$ cat config.mk
export PLATFORM = sky130hd
export DESIGN_NAME = serial_sub
export DESIGN_NICKNAME = d
export VERILOG_FILES = /design/src/rtl/serial_sub_pkg.sv /design/src/rtl/serial_sub_full_sub.sv /design/src/rtl/serial_sub.sv
export SDC_FILE = /design/constraint.sdc
export NUM_CORES = 1
export LEC_CHECK = 0
export BUFFER_PORTS_ARGS = -buffer_cell sky130_fd_sc_hd__buf_2
export CORE_UTILIZATION = 46
export DETAILED_ROUTE_END_ITERATION = 16
export GPL_ROUTABILITY_DRIVEN = 0
export HOLD_SLACK_MARGIN = 0.12
export PLACE_DENSITY_LB_ADDON = 0.12
export SLEW_MARGIN = 15
export SYNTH_ARGS = -nofsm -noshare
export SYNTH_HDL_FRONTEND = slang
export SYNTH_HIERARCHICAL = 1
export SYNTH_SLANG_ARGS = --single-unit
$ cat constraint.sdc
create_clock -name Clk -period 1.2 [get_ports Clk]
set_input_delay 0.12 -clock Clk [delete_from_list [all_inputs] [get_ports Clk]]
set_output_delay 0.12 -clock Clk [all_outputs]
set_load 0.02 [all_outputs]
$ cat src/rtl/serial_sub_pkg.sv
// Shared definitions for the bit-serial subtractor.
// Latency: none (types and constants only).
// Backpressure: none.
package serial_sub_pkg;

  localparam int DEFAULT_WIDTH = 4;

  typedef enum logic [1:0] {
    ST_IDLE  = 2'd0,
    ST_SHIFT = 2'd1,
    ST_DONE  = 2'd2
  } state_e;

endpackage

$ cat src/rtl/serial_sub_full_sub.sv
// 1-bit full subtractor: d = a - b - bin, with borrow out.
// Latency: combinational.
// Backpressure: none.
module full_sub (
  input  logic a_i,
  input  logic b_i,
  input  logic bin_i,
  output logic d_o,
  output logic bout_o
);

  assign d_o    = a_i ^ b_i ^ bin_i;
  // Borrow when a < b, or when a == b and a borrow is already pending.
  assign bout_o = (~a_i & b_i) | (~(a_i ^ b_i) & bin_i);

endmodule

$ cat src/rtl/serial_sub.sv
// Bit-serial subtractor Minuend - Subtrahend, LSB first, one bit per clock.
// Latency: Start edge -> WIDTH shift edges -> Done pulse in cycle WIDTH+1.
// Backpressure: Start is ignored while Busy; a new Start is taken in IDLE or in the Done cycle.
module serial_sub
  import serial_sub_pkg::*;
#(
  parameter int WIDTH = DEFAULT_WIDTH
) (
  input  logic             Clk,
  input  logic             Rst_n,
  input  logic             Start,
  input  logic [WIDTH-1:0] MinuendDin,
  input  logic [WIDTH-1:0] SubtrahendDin,
  output logic             Busy,
  output logic             Done,
  output logic             DiffBit,
  output logic [WIDTH-1:0] DiffDout,
  output logic             BorrowOut,
  output logic             Overflow
);

  localparam int CNT_W = $clog2(WIDTH + 1);

  state_e           state_q, state_d;
  logic [WIDTH-1:0] min_q;
  logic [WIDTH-1:0] sub_q;
  logic [WIDTH-1:0] diff_q;
  logic [CNT_W-1:0] cnt_q;
  logic             br_q;
  logic             borrow_out_q;
  logic             ovf_q;

  logic load;
  logic shift;
  logic last_bit;
  logic d_bit;
  logic bout;

  // Bit 0 of each operand register is the bit being processed this cycle.
  full_sub u_full_sub (
    .a_i    (min_q[0]),
    .b_i    (sub_q[0]),
    .bin_i  (br_q),
    .d_o    (d_bit),
    .bout_o (bout)
  );

  assign last_bit = (cnt_q == CNT_W'(WIDTH - 1));

  // Next-state and load/shift strobes; a Start in the Done cycle chains straight into a new op.
  always_comb begin
    state_d = state_q;
    load    = 1'b0;
    shift   = 1'b0;
    case (state_q)
      ST_IDLE: begin
        if (Start) begin
          load    = 1'b1;
          state_d = ST_SHIFT;
        end
      end
      ST_SHIFT: begin
        shift = 1'b1;
        if (last_bit) begin
          state_d = ST_DONE;
        end
      end
      ST_DONE: begin
        if (Start) begin
          load    = 1'b1;
          state_d = ST_SHIFT;
        end else begin
          state_d = ST_IDLE;
        end
      end
      default: state_d = ST_IDLE;
    endcase
  end

  // State register; reset abandons any operation in flight.
  always_ff @(posedge Clk) begin
    if (!Rst_n) begin
      state_q <= ST_IDLE;
    end else begin
      state_q <= state_d;
    end
  end

  // Operand/result shifting and final flag capture.
  always_ff @(posedge Clk) begin
    if (!Rst_n) begin
      min_q        <= '0;
      sub_q        <= '0;
      diff_q       <= '0;
      cnt_q        <= '0;
      br_q         <= 1'b0;
      borrow_out_q <= 1'b0;
      ovf_q        <= 1'b0;
    end else if (load) begin
      min_q        <= MinuendDin;
      sub_q        <= SubtrahendDin;
      cnt_q        <= '0;
      br_q         <= 1'b0;
      borrow_out_q <= 1'b0;
      ovf_q        <= 1'b0;
    end else if (shift) begin
      min_q  <= min_q >> 1;
      sub_q  <= sub_q >> 1;
      diff_q <= {d_bit, diff_q[WIDTH-1:1]};
      cnt_q  <= cnt_q + CNT_W'(1);
      br_q   <= bout;
      if (last_bit) begin
        // On the last edge bit 0 holds the original sign bits.
        borrow_out_q <= bout;
        ovf_q        <= (min_q[0] != sub_q[0]) && (d_bit != min_q[0]);
      end
    end
  end

  assign Busy      = (state_q == ST_SHIFT);
  assign Done      = (state_q == ST_DONE);
  assign DiffBit   = d_bit;
  assign DiffDout  = diff_q;
  assign BorrowOut = borrow_out_q;
  assign Overflow  = ovf_q;

endmodule

-- Word-level counts from Yosys, hierarchy flattened
Cells that the tools add are included.
- bits in registers: 20
- latch bits: 0
- RAM bits: 0
- memory bits (read-only): 0
- input port bits: 11
- output and inout bits: 9
- logic and storage cells: 44
- memories kept: 0
- add/subtract/negate cells: 1
- multiply operators: 0
- divide/modulo/power cells: 0
- $lt $le $gt $ge: 0
- eq/ne operators: 7
- shifts and indexed selects: 0
- muxes and demuxes: 11
- bitwise logic cells: 9
- reduce and logical (&&, ||, !) cells: 8
- operators by type and width (cell ; number):
    $mux W4 ; 4
    $pmux W2 S3 ; 1
    $reduce_and A2 Y1 ; 3
    $mux W1 ; 4
    $mux W2 ; 2
    $not A1 Y1 ; 4
    $reduce_or A2 Y1 ; 2
    $add A3 B1 Y3 const B ; 1
    $eq A3 B2 Y1 const B ; 1
    $and A1 B1 Y1 ; 2
    $eq A2 B1 Y1 const B ; 1
    $eq A2 B2 Y1 const B ; 1
    $logic_not A2 Y1 ; 1
    $ne A1 B1 Y1 ; 2
    $ne A2 B1 Y1 const B ; 1
    $ne A2 B2 Y1 const B ; 1
    $reduce_bool A2 Y1 ; 1
    $xor A1 B1 Y1 ; 2
    $logic_and A1 B1 Y1 ; 1
    $or A1 B1 Y1 ; 1

-- Depth between registers and ports, before layout
- depth in word-level cells: 5
- gate-level depth with buffers: 6
- depth with buffers taken out: 5

-- Modules after synthesis
The synthesis kept the hierarchy.
- by module, submodules not included (module ; instances ; cells an instance ; area each (µm²) ; seq. area each (µm²)):
    serial_sub ; 1 ; 95 ; 850.8 ; 400.4
    full_sub ; 1 ; 4 ; 31.3 ; 0.0

-- Least setup slack after synthesis
Ideal clock, no wire load.
- path kind: reg2reg
- start: reg sub_q[0]
- end: reg ovf_q, in the netlist Overflow
- setup time: 0.086 ns
- data arrival time: 1.380 ns
- required time: 1.114 ns
- path slack: -0.266 ns
- stages on the path, launching flop included: 6
- buffers on the path: 0
- clock period less this slack: 1.466 ns
- path through: dfxtp_1 -> inv_1 -> fa_1 -> nor2_1 -> a21oi_1 -> a211oi_1
- longest elaborated chain between the ends: 4
- elaborated cells on any way between the ends: 5
- classes of those cells: 2 x eq/ne; 2 x bitwise; 1 x reduce/logical
- RTL lines (element ; RTL line ; source):
    start, declared ; serial_sub.sv:26 ; logic [WIDTH-1:0] sub_q;
    start signal, assigned ; serial_sub.sv:101 ; sub_q <= SubtrahendDin;
    start signal, assigned ; serial_sub.sv:108 ; sub_q <= sub_q >> 1;
    $xor A1 B1 Y1 (2 in series) ; serial_sub_full_sub.sv:12 ; assign d_o = a_i ^ b_i ^ bin_i;
    via DiffBit ; serial_sub.sv:16 ; output logic DiffBit,
    $ne A1 B1 Y1 ; serial_sub.sv:115 ; ovf_q <= (min_q[0] != sub_q[0]) && (d_bit != min_q[0]);
    $logic_and A1 B1 Y1 ; serial_sub.sv:115 ;
    end signal, assigned ; serial_sub.sv:115 ;
    end, declared ; serial_sub.sv:31 ; logic ovf_q;
The timed path passes the listed nets, and every way through them passes these cells.
A chain may end at the register's enable or synchronous reset.

-- Final worst setup path
- start: reg sub_q[0]
- end: out DiffBit
- longest elaborated chain between the ends: 2
- RTL lines (element ; RTL line):
    $xor A1 B1 Y1 (2 in series) ; serial_sub_full_sub.sv:12
    end, declared ; serial_sub.sv:16
No other way between the ends.

==> Implementation_results.wiki <==
{| class="wikitable"
! Metric !! Value
|-
| Share of cells above drive strength 1 || 38.5%
|-
| Family with the most delay on the worst path || adder cells
|-
| Synth Area per Inst || 8.91 um2
|-
| Clk buf depth || 2
|-
| Power per cell area || 1120 nW/um2
|-
| Final Worst Setup Slack || -0.275 ns
|-
| Share of the synthesized area in the top cell type || 45.4%
|-
| Cells along the critical path || inv_2, fa_2, buf_6
|-
| Mean number of vias per cell || 4.97
|-
| Data required time of the critical path || 1.08 ns
|-
| Synthesized area || 882 um2
|-
| Die Span X || 45.8 um
|-
| Insertion delay to the later sink of the worst-skew pair || 0.29 ns
|-
| Largest net degree at the start of global routing || 15
|-
| Number of synthesized flops with an enable pin || 0
|-
| Largest area contributor in the synthesized netlist || dfxtp_1
|-
| Fmax achieved || 678 MHz
|-
| Headroom to the max-slew limit || 82.3%
|-
| Post-route DRC violation count || 0
|-
| Number of pins exceeding their max-slew limit in the final report || 0
|-
| NumNets Final || 151
|-
| Post-Route Skew || 0.000747 ns
|-
| Failing checks || setup timing
|-
| Pre-CTS setup slack || -0.139 ns
|-
| Antenna violations before repair || 0
|-
| TritonRoute pass-1 iters || 4
|-
| Period utilisation layout || 123%
|-
| Kind of capture point of the worst setup path || output pin
|-
| Worst IR drop on VDD || 729 uV
|-
| Placeable core area || 1760 um2
|-
| Total clock buffers created by CTS || 3
|-
| Buffer and inverter count on the worst path || 2
|-
| Iteration-0 DRC Markers || 16
|-
| Yosys warning total || 6
|-
| Worst-path fanout max || 2
|-
| Combined global-route utilization of all metal layers || 19.7%
|-
| TritonCTS clock tree || yes
|-
| Die Outline Area || 2100 um2
|-
| Maximum level of the CTS H-tree || 1
|-
| Starting density of the core || 50.0%
|-
| Unique masters post-synth || 29
|-
| Cells after Synth || 99
|-
| Leakage component of the power || 0.000497 uW
|-
| Wire length reported by the detailed router || 1890 um
|-
| Final HPWL DP || 1240 um
|-
| Number of nets produced by synthesis || 113
|-
| Cell with the largest stage delay on the worst path || fa_2
|-
| Number of endpoints failing setup at the final stage || 3
|-
| Area added between synthesis and finish || 34.0%
|-
| Number of routed nets with antenna violations || 0
|-
| Total design power || 1330 uW
|-
| Vias in the first global route || 693
|-
| Run status || finished with violations
|-
| Filler cell count || 169
|-
| Arrival time at the worst endpoint || 1.35 ns
|-
| Worst slew pin tran || 0.265 ns
|-
| Global route total overflow || 0
|-
| Top cells by area, synth || dfxtp_1 45%, nand2_1 9.8%, o221ai_1 4.0%
|-
| Critical path start-end classification || reg -> out
|-
| Final non-filler cell total || 160
|-
| Ports || 20
|-
| Number of sinks handled by clock tree synthesis || 20
|-
| Clock root buffer master || clkbuf_4
|-
| Kind of launch point of the worst setup path || flop
|-
| Seq cells post-synth || 20
|-
| Maximum capacitance violations || 0
|-
| Unrepaired setup endpoints after global routing || true
|-
| Post-route setup TNS || -0.580 ns
|-
| Final hold viol count || 0
|-
| Clock-pin slew on the worst setup and hold paths || 0.10 ns
|-
| Hold crit path type || in -> reg
|-
| Portion of the post-synthesis area used by sequential elements || 45.4%
|-
| Final min period || 1.47 ns
|-
| Port bufs || 19
|-
| Number of vias in the routed layout || 795
|-
| DIE HEIGHT || 45.8 um
|-
| Highest cell delay on the worst timing path || 0.56 ns
|-
| Wire length of the first global-routing pass || 2930 um
|-
| Number of placed cells counting well taps || 148
|-
| Detailed-route wire length per cell || 11.8 um
|-
| Std cell rows || 15
|-
| Antenna diode instance count || 0
|-
| Share of flip-flops with an asynchronous set or reset after synthesis || 0%
|-
| Primary FF master, synth || dfxtp_1
|}
-- worst min-delay path: stages --
cell,delay [ns]
buf_2,0.07
o221ai_1,0.09
nor2_1,0.11
-- flip-flops by register name, indices dropped and copies added, names as in the netlist --
name,cells
DiffDout,4
min_q,4
sub_q,4
cnt_q,3
state_q,2
BorrowOut,1
Overflow,1
br_q,1
-- cells by family (layout without fill, tap and decap cells) --
logic type               Yosys count  count (layout)  synth area share (%)
flip-flops                        20              20                  45.4
AO/OA/AOI/OAI                     22              22                  17.2
AND/OR/NAND/NOR                   43              43                  22.3
buffers and inverters             10              46                  9.08
adder cells (fa/ha/maj)            3               3                  5.11
XOR/XNOR                           1               1                 0.993
-- power breakdown --
part / switching (uW) / internal, uW
Clock: 186 / 117
Combinational: 151 / 149
Sequential: 25.1 / 702
-- repair_timing --
| action | CTS | global route |
|---|---|---|
| cloned | 0 | 0 |
| pin swaps | 2 | 2 |
| setup buffers | 4 | 1 |
| hold buffers | 5 | 0 |
| endpoints found under the hold margin | 5 | 0 |
| setup endpoints to repair | 5 | 6 |
| resized for setup | 8 | 6 |
-- through the flow --
step	util, %	cell area (um2)	hold slack, ns
2_1_floorplan	-	888	0.254
3_3_place_gp	58.7	1040	0.360
3_5_place_dp	58.7	1040	0.365
4_1_cts	66.0	1160	0.127
5_1_grt	67.0	1180	0.144
6_report	67.0	1180	0.129
-- per-layer routing --
layer  GRT usage (%)  routed length, um
met5               0                  0
met4            11.2                 33
met3            2.78                 69
met2            30.9                917
met1            25.8                871
-- layout make-up --
type                            instances  area [um2]  area share [%]
Clock buffer                            3        22.5            1.90
Inverter                                5        26.3            2.22
Multi-Input combinational cell         69         429            36.3
Sequential cell                        20         410            34.7
Tap cell                               25        31.3            2.65
Timing Repair Buffer                   38         263            22.2
-- final timing paths --
check	from	endpoint	slack [ns]	cells past startpoint
max	sub_q[0]$_SDFFE_PN0P_	DiffBit	-0.27	3
min	SubtrahendDin[1]	sub_q[1]$_SDFFE_PN0P_	0.13	3
min reg2reg	DiffDout[0]$_SDFFE_PN0P_	DiffDout[0]$_SDFFE_PN0P_	0.46	2
max reg2reg	br_q$_SDFFE_PP0P_	Overflow$_SDFFE_PP0P_	-0.22	6
-- cell usage after synthesis, drive strengths merged (2+ instances only) --
cell    count
nand2      23
dfxtp      20
a21oi       7
nor2        7
inv         5
a21boi      4
buf         4
nor3        4
o221ai      4
o21ai       3
a211oi      2
a31oi       2
ha          2
nand2b      2
nand3b      2
-- cell usage in the layout, fill, tap and decap left out, types with 2 or more instances in the layout --
cell type | synthesis | final
a21boi_0 | 3 | 2
a21boi_1 | 1 | 2
a21oi_1 | 6 | 6
a31oi_1 | 2 | 2
buf_2 | 0 | 17
buf_4 | 1 | 14
buf_6 | 2 | 2
clkbuf_4 | 0 | 3
dfxtp_1 | 20 | 14
dfxtp_2 | 0 | 5
dlygate4sd3_1 | 0 | 5
inv_1 | 4 | 3
nand2_1 | 23 | 23
nand3b_1 | 2 | 2
nor2_1 | 7 | 6
nor3_1 | 4 | 4
o21ai_0 | 3 | 3
o221ai_1 | 4 | 4
(Power assumes the default switching activity.)
